**src/rtl/d5m_capture_ctrl.sv**
```systemverilog
// d5m_capture_ctrl: AXI4-Lite controlled D5M frame capture sequencer; watchdog enabled by D5M_CAPTURE_TIMEOUT_EN.
// Latency: capture_en is combinational from ifval/ilval; AXI write response and read data one cycle after handshake.
// Backpressure: one outstanding write and one read; new handshakes are held off until BVALID/RVALID are consumed.
module d5m_capture_ctrl #(
    parameter int unsigned PIX_DEFAULT    = 1280,
    parameter logic [23:0] TIMEOUT_CYCLES = 24'd10000000
) (
    input  logic        ACLK,
    input  logic        ARESETN,
    input  logic        ifval,
    input  logic        ilval,
    input  logic [7:0]  AWADDR,
    input  logic        AWVALID,
    output logic        AWREADY,
    input  logic [31:0] WDATA,
    input  logic [3:0]  WSTRB,
    input  logic        WVALID,
    output logic        WREADY,
    output logic [1:0]  BRESP,
    output logic        BVALID,
    input  logic        BREADY,
    input  logic [7:0]  ARADDR,
    input  logic        ARVALID,
    output logic        ARREADY,
    output logic [31:0] RDATA,
    output logic [1:0]  RRESP,
    output logic        RVALID,
    input  logic        RREADY,
    output logic        capture_en,
    output logic        frame_done,
    output logic        busy,
    output logic        irq
);
    typedef enum logic [2:0] {
        ST_IDLE     = 3'd0,
        ST_ARM      = 3'd1,
        ST_WAIT_SOF = 3'd2,
        ST_CAPTURE  = 3'd3,
        ST_DONE     = 3'd4
    } state_t;

    localparam logic [11:0] EXP_RST = 12'(PIX_DEFAULT);
    localparam logic [11:0] CNT_MAX = 12'hFFF;

    state_t      state_q, state_d;
    logic        ifval_q, ilval_q;
    logic [11:0] pix_cnt_q, pix_cnt_d, line_cnt_q, line_cnt_d;
    logic [11:0] pixels_q, pixels_d, lines_q, lines_d, exp_pix_q, exp_pix_d;
    logic [15:0] frame_cnt_q, frame_cnt_d;
    logic        cont_q, cont_d, irq_en_q, irq_en_d;
    logic        done_q, done_d, len_err_q, len_err_d;
    logic        timeout_q, timeout_set;
    logic        bvalid_q, bvalid_d, rvalid_q, rvalid_d;
    logic [31:0] rdata_q, rdata_d;
    logic        wr_fire, rd_fire, wr_ctrl, wr_stat, start_cmd, abort_cmd;
    logic        sof, eof, in_capture, line_close, frame_end;
    logic [11:0] line_inc;

    // Bus handshakes, commands and camera edge events
    always_comb begin
        wr_fire    = AWVALID & WVALID & ~bvalid_q;
        rd_fire    = ARVALID & ~rvalid_q;
        wr_ctrl    = wr_fire & (AWADDR == 8'h00) & WSTRB[0];
        wr_stat    = wr_fire & (AWADDR == 8'h04) & WSTRB[0];
        start_cmd  = wr_ctrl & WDATA[0];
        abort_cmd  = wr_ctrl & WDATA[2];
        sof        = ifval & ~ifval_q;
        eof        = ~ifval & ifval_q;
        in_capture = (state_q == ST_CAPTURE);
        // A line still open when the frame ends is closed together with the frame
        line_close = in_capture & ilval_q & (~ilval | eof) & ~abort_cmd;
        frame_end  = in_capture & eof & ~abort_cmd;
        // Qualify the sof cycle too, so the first pixel of a frame is not lost
        capture_en = ifval & ilval & (in_capture | ((state_q == ST_WAIT_SOF) & sof));
    end

    // Sequencer next state; abort overrides everything including a same-cycle start
    always_comb begin
        state_d = state_q;
        case (state_q)
            ST_IDLE:     if (start_cmd) state_d = ifval ? ST_ARM : ST_WAIT_SOF;
            ST_ARM:      if (!ifval) state_d = ST_WAIT_SOF;
            ST_WAIT_SOF: if (sof) state_d = ST_CAPTURE;
            ST_CAPTURE:  if (eof) state_d = ST_DONE;
            ST_DONE:     state_d = cont_q ? ST_WAIT_SOF : ST_IDLE;
            default:     state_d = ST_IDLE;
        endcase
        if (timeout_set) state_d = ST_IDLE;
        if (abort_cmd) state_d = ST_IDLE;
    end

    // Geometry counters, register file updates and AXI response channels
    always_comb begin
        line_inc    = (line_cnt_q == CNT_MAX) ? CNT_MAX : line_cnt_q + 12'd1;
        pix_cnt_d   = pix_cnt_q;
        line_cnt_d  = line_cnt_q;
        pixels_d    = pixels_q;
        lines_d     = lines_q;
        frame_cnt_d = frame_cnt_q;
        if (capture_en && pix_cnt_q != CNT_MAX) pix_cnt_d = pix_cnt_q + 12'd1;
        if (line_close) begin
            pixels_d   = pix_cnt_q;
            pix_cnt_d  = '0;
            line_cnt_d = line_inc;
        end
        if (frame_end) begin
            lines_d     = line_close ? line_inc : line_cnt_q;
            line_cnt_d  = '0;
            frame_cnt_d = frame_cnt_q + 16'd1;
        end
        if (abort_cmd) begin
            pix_cnt_d  = '0;
            line_cnt_d = '0;
        end

        cont_d    = cont_q;
        irq_en_d  = irq_en_q;
        exp_pix_d = exp_pix_q;
        if (wr_ctrl) begin
            cont_d   = WDATA[1];
            irq_en_d = WDATA[3];
        end
        if (wr_fire && AWADDR == 8'h14) begin
            if (WSTRB[0]) exp_pix_d[7:0]  = WDATA[7:0];
            if (WSTRB[1]) exp_pix_d[11:8] = WDATA[11:8];
        end
        // Hardware set takes priority over a same-cycle write-one-to-clear
        done_d    = (done_q & ~(wr_stat & WDATA[1])) | frame_end;
        len_err_d = (len_err_q & ~(wr_stat & WDATA[2])) | (line_close & (pix_cnt_q != exp_pix_q));

        bvalid_d = bvalid_q ? ~BREADY : wr_fire;
        rvalid_d = rvalid_q ? ~RREADY : rd_fire;
        rdata_d  = rdata_q;
        if (rd_fire) begin
            case (ARADDR)
                8'h00:   rdata_d = {28'd0, irq_en_q, 1'b0, cont_q, 1'b0};
                8'h04:   rdata_d = {25'd0, state_q, timeout_q, len_err_q, done_q, busy};
                8'h08:   rdata_d = {16'd0, frame_cnt_q};
                8'h0C:   rdata_d = {20'd0, lines_q};
                8'h10:   rdata_d = {20'd0, pixels_q};
                8'h14:   rdata_d = {20'd0, exp_pix_q};
                default: rdata_d = '0;
            endcase
        end
    end

    // State, counters and register file
    always_ff @(posedge ACLK or negedge ARESETN) begin
        if (!ARESETN) begin
            state_q     <= ST_IDLE;
            ifval_q     <= 1'b0;
            ilval_q     <= 1'b0;
            pix_cnt_q   <= '0;
            line_cnt_q  <= '0;
            pixels_q    <= '0;
            lines_q     <= '0;
            frame_cnt_q <= '0;
            exp_pix_q   <= EXP_RST;
            cont_q      <= 1'b0;
            irq_en_q    <= 1'b0;
            done_q      <= 1'b0;
            len_err_q   <= 1'b0;
            bvalid_q    <= 1'b0;
            rvalid_q    <= 1'b0;
            rdata_q     <= '0;
        end else begin
            state_q     <= state_d;
            ifval_q     <= ifval;
            ilval_q     <= ilval;
            pix_cnt_q   <= pix_cnt_d;
            line_cnt_q  <= line_cnt_d;
            pixels_q    <= pixels_d;
            lines_q     <= lines_d;
            frame_cnt_q <= frame_cnt_d;
            exp_pix_q   <= exp_pix_d;
            cont_q      <= cont_d;
            irq_en_q    <= irq_en_d;
            done_q      <= done_d;
            len_err_q   <= len_err_d;
            bvalid_q    <= bvalid_d;
            rvalid_q    <= rvalid_d;
            rdata_q     <= rdata_d;
        end
    end

`ifdef D5M_CAPTURE_TIMEOUT_EN
    logic [23:0] wd_q, wd_d;
    logic        timeout_d;

    // Watchdog: counts cycles spent waiting for a frame start, restarts on any state change
    always_comb begin
        timeout_set = ((state_q == ST_ARM) || (state_q == ST_WAIT_SOF)) &&
                      (wd_q == TIMEOUT_CYCLES - 24'd1);
        wd_d        = (state_d != state_q) ? 24'd0 : wd_q + 24'd1;
        if (state_q != ST_ARM && state_q != ST_WAIT_SOF) wd_d = 24'd0;
        timeout_d   = (timeout_q & ~(wr_stat & WDATA[3])) | timeout_set;
    end

    // Watchdog registers
    always_ff @(posedge ACLK or negedge ARESETN) begin
        if (!ARESETN) begin
            wd_q      <= '0;
            timeout_q <= 1'b0;
        end else begin
            wd_q      <= wd_d;
            timeout_q <= timeout_d;
        end
    end

    logic unused_bits;
    assign unused_bits = ^{WDATA[31:12], WSTRB[3:2]};
`else
    assign timeout_set = 1'b0;
    assign timeout_q   = 1'b0;

    logic unused_bits;
    assign unused_bits = ^{WDATA[31:12], WSTRB[3:2], TIMEOUT_CYCLES};
`endif

    assign AWREADY    = wr_fire;
    assign WREADY     = wr_fire;
    assign ARREADY    = rd_fire;
    assign BVALID     = bvalid_q;
    assign BRESP      = 2'b00;
    assign RVALID     = rvalid_q;
    assign RDATA      = rdata_q;
    assign RRESP      = 2'b00;
    assign busy       = (state_q != ST_IDLE);
    assign frame_done = (state_q == ST_DONE);
    assign irq        = (done_q | timeout_q) & irq_en_q;
endmodule

```
**config.mk**
```make
export PLATFORM = sky130hd
export DESIGN_NAME = d5m_capture_ctrl
export DESIGN_NICKNAME = d
export VERILOG_FILES = /design/src/rtl/d5m_capture_ctrl.sv
export SDC_FILE = /design/constraint.sdc
export NUM_CORES = 1
export LEC_CHECK = 0
export BUFFER_PORTS_ARGS = -buffer_cell sky130_fd_sc_hd__buf_4
export CAP_MARGIN = 30
export CORE_ASPECT_RATIO = 1.25
export CORE_MARGIN = 10
export CORE_UTILIZATION = 45
export CTS_CLUSTER_SIZE = 20
export DETAILED_ROUTE_END_ITERATION = 7
export GPL_TIMING_DRIVEN = 0
export PLACE_DENSITY = 0.77
export SYNTH_ARGS = -nofsm -noshare
export SYNTH_HDL_FRONTEND = slang
export SYNTH_SLANG_ARGS = --single-unit
```
**constraint.sdc**
```tcl
create_clock -name ACLK -period 3.9 [get_ports ACLK]
set_input_delay 0.39 -clock ACLK [delete_from_list [all_inputs] [get_ports ACLK]]
set_output_delay 0.39 -clock ACLK [all_outputs]
set_load 0.005 [all_outputs]
```
After elaboration in Yosys (flattened, before gate mapping)

Index checks and enable logic that the tools add are counted.

Bits in registers: 119
Memory bits (read-only): 0
Logic and storage cells: 105
Latch bits: 0
Memories kept: 0
Memory bits (writable): 0

Multiplexer cells: 18
Shifts and indexed selects: 0
Add/subtract/negate cells: 3
Multipliers: 0
Bitwise gates (word level): 39
Equality and inequality tests: 18
Order comparisons: 0
Reduce and logical (&&, ||, !) cells: 10
Div/mod/pow operators: 0

Operators with widths:

| kind                  | number |
|---|---|
| $pmux 16 s6           | 1 |
| $mux 12               | 7 |
| $and 1x1->1           | 25 |
| $add 12x1->12 const B | 2 |
| $eq 8x5->1 const B    | 3 |
| $add 16x1->16 const B | 1 |
| $eq 8x3->1 const B    | 2 |
| $eq 8x4->1 const B    | 2 |
| $logic_not 8->1       | 2 |
| $mux 3                | 5 |
| $pmux 3 s5            | 1 |
| $eq 12x12->1 const B  | 1 |
| $ne 12x12->1          | 1 |
| $ne 12x12->1 const B  | 1 |
| $ne 3x3->1 const B    | 4 |
| $not 1->1             | 10 |
| $eq 3x2->1 const B    | 2 |
| $reduce_bool 3->1     | 2 |
| $mux 2                | 2 |
| $or 1x1->1            | 4 |
| $reduce_and 2->1      | 2 |
| $reduce_and 4->1      | 1 |
| $eq 3x1->1 const B    | 1 |
| $eq 3x3->1 const B    | 1 |
| other kinds (3)       | 5 |

Longest topological paths before layout

Gate-level depths: netlist (run 1).

Depth in word-level cells: 10
Mapped depth: 8
Gate-level depth less buffers: 6

Worst setup path after synthesis (run 1)

Ideal clock, no wire load.

Path kind: input port to flip-flop
Start point: input port ARADDR[0]
End point: register rdata_q[2] (netlist: RDATA[2])
Library setup time: 0.068 ns
Path slack: 1.785 ns
Arrival time: 2.047 ns
Required time: 3.832 ns
Buffers on the path: 2
Stages: 7
Cells stage by stage: or4_1 -> buf_2 -> or4b_4 -> buf_6 -> a2bb2oi_1 -> nand2_1 -> a32o_1

Cells in the longest elaborated chain, start to end: 2
Elaborated cells between the ends (all ways): 7
Classes of those cells: 5 x eq/ne; 1 x mux; 1 x reduce/logical

RTL lines:

| element                                  | line | text |
|---|---|---|
| from (decl)                              | 22   | `input logic [7:0] ARADDR,` |
| $eq 8x5->1, or another cell as far along | 135  | `case (ARADDR)` |
| $pmux 16 s6 *                            | 135  |  |
| to (signal assigned)                     | 182  | `rdata_q <= rdata_d;` |
| to (decl)                                | 54   | `logic [31:0] rdata_q, rdata_d;` |

Mark *: on every way between the ends. The rest lies on a longest branch, timed or not.
A chain may end at the register's enable or synchronous reset.

Worst setup path in the final report (run 1)

Start point: register line_cnt_q[0]
End point: register lines_q[10]

Cells in the longest elaborated chain, start to end: 3
Elaborated cells between the ends (all ways): 4
Classes of those cells: 1 x add/sub; 1 x eq/ne; 2 x mux

RTL lines:

| element                                       | line | text |
|---|---|---|
| from (decl)                                   | 47   | `logic [11:0] pix_cnt_q, pix_cnt_d, line_cnt_q, line_cnt_d;` |
| from (signal assigned)                        | 171  | `line_cnt_q <= line_cnt_d;` |
| $add 12x1->12 or $eq 12x12->1 (tied branches) | 94   | `line_inc = (line_cnt_q == CNT_MAX) ? CNT_MAX : line_cnt_q + 12'd1;` |
| $mux 12 *                                     | 94   |  |
| $mux 12 *                                     | n/a  |  |
| to (signal assigned)                          | 173  | `lines_q <= lines_d;` |
| to (decl)                                     | 48   | `logic [11:0] pixels_q, pixels_d, lines_q, lines_d, exp_pix_q, exp_pix_d;` |

Marks and branches as above.

==> qor.csv, run 1 <==
stage,metric,value,unit
floorplanning,coreArea,11600,um2
floorplanning,start_util,46.0,%
pwr,finalPower,2.92,mW
placed_design,place_worst_setup_slack,1.16,ns
global_routing,grt_usage,16.5,%
pwr,vdd_drop_max,0.236,mV
global_routing,grt_pass1_vias,4384,
pwr,pwr-share-clk,33.3,%
worst_setup_path,cp-startpoint,line_cnt_q[0],
yosys,synth_commonest_cells,"101 x dfrtp_1, 89 x nand2_1, 33 x nor2_1, 25 x o21ai_0, 23 x clkbuf_1",
routing,ant_nets,0,
yosys,synth_ff_type,dfrtp_1,
global_routing,antenna_found_initial,0,
worst_setup_path,timing.rr.end,lines_q[10],
yosys,synth_area_leader_cell,dfrtp_1,
final_layout,finish.utilization,55.3,%
yosys,synth_area_per_cell,9.63,um2
final_layout,drive_above_1_share,20.2,%
timing,fin_ws,1.34,ns
cts,h-tree-depth,3,
worst_setup_path,r2r_slack,1.34,ns
cts,cts_buffers,9,
pwr,p_leak,3.14,nW
timing,slew-limit-headroom,36.0,%
final_layout,fin_nets,711,
placed_design,hpwl,10300,um
worst_setup_path,crit_fanout,7,
worst_setup_path,crit_type,flop to flop,
timing,fin_setup_tns,0,ns
yosys,synth_seq_cells,103,
pwr,p_int,2.05,mW
yosys,synth_top_area_share,47.3,%
routing,routed_wl,13400,um
timing,min_period,2.56,ns
worst_setup_path,rr_worst_depth,6,
worst_setup_path,timing.rr.start,line_cnt_q[0],
timing,clock-skew-final,0.00814,ns
cts,cts.sinks,103,
floorplanning,die_h,142,um
final_layout,n_fill_cell,1026,
pwr,switching_share,30.0,%
cts,clkTransAtPathRegs,0.07,ns
floorplanning,die_w,117,um
yosys,synth_area_leaders,"dfrtp_1 47%, nand2_1 6.3%, mux2_2 3.8%",
timing,setup_viol,0,
cts,hold_buffers,0,
routing,num_vias,4346,
routing,first_pass_iters,4,
yosys,synth_enable_flop_cells,0,
timing,worst_slew_pin_slew,0.952,ns
final_layout,final_area,6430,um2
routing,via_per_inst,5.35,
global_routing,grt_max_degree,65,
pwr,power_frac_comb,20.7,%
worst_setup_path,end_kind,flop,
pwr,seqPwrFrac,46.0,%
placed_design,placed_area,6100,um2
pwr,p_per_area,455,nW/um2
cts,post_cts_resized,0,
worst_setup_path,worstPathArrival,2.78,ns
cts,cts-root-buf,clkbuf_16,
yosys,yosysMostFrequentCell,dfrtp_1,
yosys,yosysWarnings,0,
final_layout,antenna_cells,0,
final_layout,multiInputGateArea,2500,um2
timing,fmax,390,MHz
timing,post-route-period-util,65.7,%
routing,wl_per_cell,16.5,um
cts,cts_setup_buffers,0,
cts,clockBufferDepth,2,
floorplanning,dieArea,16700,um2
worst_setup_path,start_kind,flop,
floorplanning,num_rows,44,
yosys,netlist_area,5350,um2
flow_run,maxCapViolations,0,
final_layout,final-seq-area,2580,um2
status,outcome,"complete, no violations",
timing,slew_viol_final,0,
timing,finalHoldViolCount,0,
cts,clk_latency,0.35,ns
yosys,synth_cell_types,59,
worst_hold_path,min_path_type,input pin to asynchronous set/reset pin,
floorplanning,io_pins,106,
yosys,ys_seq_area_share,48.3,%
yosys,ys_async_sr_fraction,100,%
final_layout,area_growth,20.2,%
worst_setup_path,crit_required,4.12,ns
pwr,p_switching,0.877,mW
routing,drc,0,
global_routing,grt-ovfl-total,0,
placed_design,gp_congestion,0.883,
cts,tritoncts,yes,
routing,drtIter0Drc,362,
placed_design,portBuffers,61,
global_routing,grt_pass1_wl,22400,um
yosys,postSynthCellCount,555,
timing,grt_setup_unrepaired,false,
==> sequential cells by signal (all words and copies together) (netlist names) <==
register,cells
RVALID,1
ilval_q,1
BVALID,1
pixels_q,12
len_err_q,1
pix_cnt_q,12
ifval_q,1
state_q,3
frame_cnt_q,16
cont_q,1
done_q,1
irq_en_q,1
lines_q,12
RDATA,16
line_cnt_q,12
exp_pix_q,12
==> worst max-delay path by stage <==
stage	end	slack (ns)
global placement	line_cnt_q[9]	1.22
global route	lines_q[10]	1.02
floorplan	RDATA[2]	1.79
CTS	lines_q[10]	1.32
detailed placement	pix_cnt_q[0]	1.16
finish	lines_q[10]	1.34
==> final cells by class <==
cell class / count / area share (%)
timing repair buffer: 62 / 7.55
sequential: 103 / 40.1
inverter: 13 / 0.759
clock buffer: 11 / 3.78
tap: 161 / 3.13
clock inverter: 5 / 1.27
multi-input combinational: 406 / 38.9
buffer: 52 / 4.50
==> cell usage in the layout, fill, tap and decap left out, drive strengths merged, types with 20 or more instances in the layout <==
cell type | synthesis | final
buf | 28 | 90
conb | 1 | 20
nand3 | 21 | 21
nand2 | 89 | 89
nor2 | 33 | 33
clkbuf | 24 | 35
xor2 | 22 | 22
dfrtp | 101 | 101
o21ai | 26 | 26
==> metrics by stage <==
step | instances | hold slack (ns)
2_1_floorplan | 574 | 0.0944
3_3_place_gp | 796 | 0.457
3_5_place_dp | 797 | 0.419
4_1_cts | 813 | 0.0434
5_1_grt | 813 | 0.0579
6_report | 813 | 0.0240
==> kinds of logic after synthesis <==
group | share of synthesized area (%)
adder cells (fa/ha/maj) | 0.702
XOR/XNOR | 5.73
multiplexers | 7.02
AO/OA/AOI/OAI | 11.2
buffers and inverters | 6.32
AND/OR/NAND/NOR | 20.7
flip-flops | 48.3
other | 0.0702
==> power by group through the flow <==
stage | combinational, mW | clock [mW] | sequential, mW
after floorplan | 0.418 | 0 | 1.32
after global placement | 0.576 | 0 | 1.35
after detailed placement | 0.600 | 0 | 1.36
after CTS | 0.606 | 0.989 | 1.34
after global routing | 0.689 | 1.04 | 1.36
final | 0.604 | 0.973 | 1.35
==> per-layer routing <==
metal	routed length (um)	part of all wire [%]	GRT usage [%]
met1	5760	43	20.5
met2	6590	49	26.6
met3	720	5.4	3.69
met4	363	2.7	8.02
met5	0	0	0
==> critical path: stages, from the launching register on <==
cell and delay [ns]:
dfrtp_1 0.49, ha_1 0.22, nand3_1 0.23, a2111oi_2 0.66, o21ai_0 0.26, o31ai_1 0.41
o21ai_0 0.15
No activity file was read; power rests on OpenSTA's default activity.
==> inputs of run 2 (changes only) <==
- PLACE_DENSITY: 0.77 -> 0.8
- clock period: 3.9 -> 2.2 ns (I/O delays scaled with it)
==> run 2 against run 1 <==
Against the previous run: fmax is 21% higher; design area up 1.1%; routed wire length up 1.4%; combinational power rose by 77%; sequential power grew 79%; largest power group unchanged; critical endpoint is now lines_q[6]; largest cell class unchanged.
==> qor.csv, run 2 (same netlist as run 1, synthesis figures left out) <==
stage,metric,value,unit
worst_setup_path,max_stage_delay,0.50,ns
routing,drtIter0Drc,349,
worst_setup_path,crit_fanout,10,
worst_setup_path,r2r_slack,0.09,ns
cts,cts-root-buf,clkbuf_16,
pwr,vdd_drop_max,0.326,mV
worst_setup_path,start_kind,flop,
routing,wl_per_cell,16.8,um
global_routing,gr-usage-met2,27.8,%
final_layout,n_fill_cell,1012,
routing,routed_wl,13600,um
worst_setup_path,rr_worst_depth,5,
routing,num_vias,4411,
floorplanning,dieArea,16700,um2
timing,worst_slew_pin_slew,0.815,ns
worst_setup_path,path_cells,nand4b_1 -> a21o_2 -> nor4_2 -> mux2_2 -> mux2_2,
final_layout,fin_nets,710,
timing,clock-skew-final,0.00766,ns
worst_setup_path,cp-startpoint,state_q[2],
cts,h-tree-depth,3,
cts,tritoncts,yes,
global_routing,grt_pass1_wl,22200,um
cts,cts_buffers,9,
global_routing,grt_max_degree,75,
worst_setup_path,worstPathArrival,2.35,ns
timing,setup_viol,0,
worst_setup_path,timing.rr.end,lines_q[6],
placed_design,portBuffers,61,
worst_hold_path,min_path_type,input pin to flop,
floorplanning,num_rows,44,
placed_design,gp_congestion,0.876,
status,outcome,"complete, no violations",
worst_setup_path,crit_type,flop to flop,
worst_setup_path,worst-path-stages,5,
pwr,p_per_area,784,nW/um2
global_routing,antenna_found_initial,0,
global_routing,grt_pass1_vias,4421,
floorplanning,die_h,142,um
final_layout,antenna_cells,0,
routing,drc,0,
global_routing,grt-ovfl-total,0,
floorplanning,start_util,46.0,%
flow_run,maxCapViolations,0,
floorplanning,io_pins,106,
routing,via_per_inst,5.44,
timing,min_period,2.11,ns
global_routing,use_met1,19.6,%
timing,finalHoldViolCount,0,
floorplanning,die_w,117,um
worst_setup_path,crit_buf_inv,0,
final_layout,drive_above_1_share,23.5,%
placed_design,hpwl,10400,um
final_layout,final_area,6500,um2
floorplanning,coreArea,11600,um2
worst_setup_path,crit_path_frequent_cell,mux2_2,
global_routing,grt_busiest_layer,met2,
final_layout,finish.utilization,55.9,%
worst_setup_path,endpoint,lines_q[6],
placed_design,placed_area,6100,um2
cts,cts.sinks,103,
cts,clk_latency,0.35,ns
pwr,p_leak,3.16,nW
worst_setup_path,timing.rr.start,state_q[2],
timing,fmax,473,MHz
cts,clockBufferDepth,2,
worst_setup_path,critPathTopFamily,multiplexers,
global_routing,grt_usage,16.1,%
routing,first_pass_iters,4,
final_layout,area_growth,21.6,%
timing,post-route-period-util,96.0,%
timing,slew-limit-headroom,45.1,%
timing,fin_setup_tns,0,ns
cts,clkTransAtPathRegs,0.07,ns
worst_setup_path,crit_required,2.44,ns
routing,ant_nets,0,
worst_setup_path,critPathSlowestCell,dfrtp_1,
timing,slew_viol_final,0,
worst_setup_path,end_kind,flop,
global_routing,grt_use_met3,2.90,%
final_layout,final_cell_mix,"101 x dfrtp_1, 89 x nand2_1, 86 x buf_4",
timing,hold_slack,0.0283,ns
final_layout,final_common_cell,dfrtp_1,
[run 2: cell types whose count changed in the layout (fill, tap and decap cells not counted), moves of 2 or more]
cell	delta
clkbuf_1	-11
buf_4	+4
clkbuf_2	+4
nor4_1	-4
nor4_2	+4
nand3_1	-2
nand3_2	+2
[run 2: metal layers]
layer | wire length [um] | vias up
li1 | - | 2100
met5 | 0 | -
met4 | 269 | 0
met2 | 6850 | 127
met3 | 716 | 19
met1 | 5780 | 2165
[run 2: through the flow]
| stage | std cells | total power [mW] | setup slack [ns] |
|---|---|---|---|
| 2_1_floorplan | 574 | 3.08 | 0.121 |
| 3_3_place_gp | 796 | 3.40 | -0.318 |
| 3_5_place_dp | 797 | 3.47 | -0.331 |
| 4_1_cts | 811 | 5.09 | 0.0118 |
| 5_1_grt | 811 | 5.35 | -0.00152 |
| 6_report | 811 | 5.10 | 0.0879 |
[run 2: worst min path at each step]
stage | cells after the start | start | to | slack, ns
global route | 1 | ilval | ilval_q | 0.04
detailed placement | 1 | ARESETN | pix_cnt_q[4] | 0.18
CTS | 1 | ifval | ifval_q | 0.02
global placement | 1 | ilval | ilval_q | 0.38
floorplan | 0 | ARESETN | BVALID | -0.08
finish | 1 | ifval | ifval_q | 0.03
[run 2: worst register-to-register path, cell delays in order, from the launching register on]
cell and delay, ns:
dfrtp_1 0.50, nand4b_1 0.27, a21o_2 0.29, nor4_2 0.28, mux2_2 0.40, mux2_2 0.27
[run 2: timing repair]
action | in CTS | in global routing
buffers inserted | 1 | 3
resized for setup | 13 | 9
setup endpoints to repair | 47 | 59
pin swaps | 1 | 2
endpoints found under the hold margin | 27 | 0
hold buffers | 1 | 0
[run 2: cell type report]
type / count / area (um2) / area share (%)
buffer: 46 / 273 / 4.20
clock buffer: 12 / 256 / 3.95
clock inverter: 3 / 42.5 / 0.655
inverter: 13 / 48.8 / 0.751
multi-input combinational: 406 / 2570 / 39.6
sequential: 103 / 2580 / 39.7
tap: 161 / 201 / 3.10
timing repair buffer: 67 / 526 / 8.09
[run 2: power breakdown]
group | internal (mW) | leakage, nW | switching (mW)
clock | 0.936 | 0.145 | 0.674
combinational | 0.470 | 1.64 | 0.604
sequential | 2.14 | 1.38 | 0.270
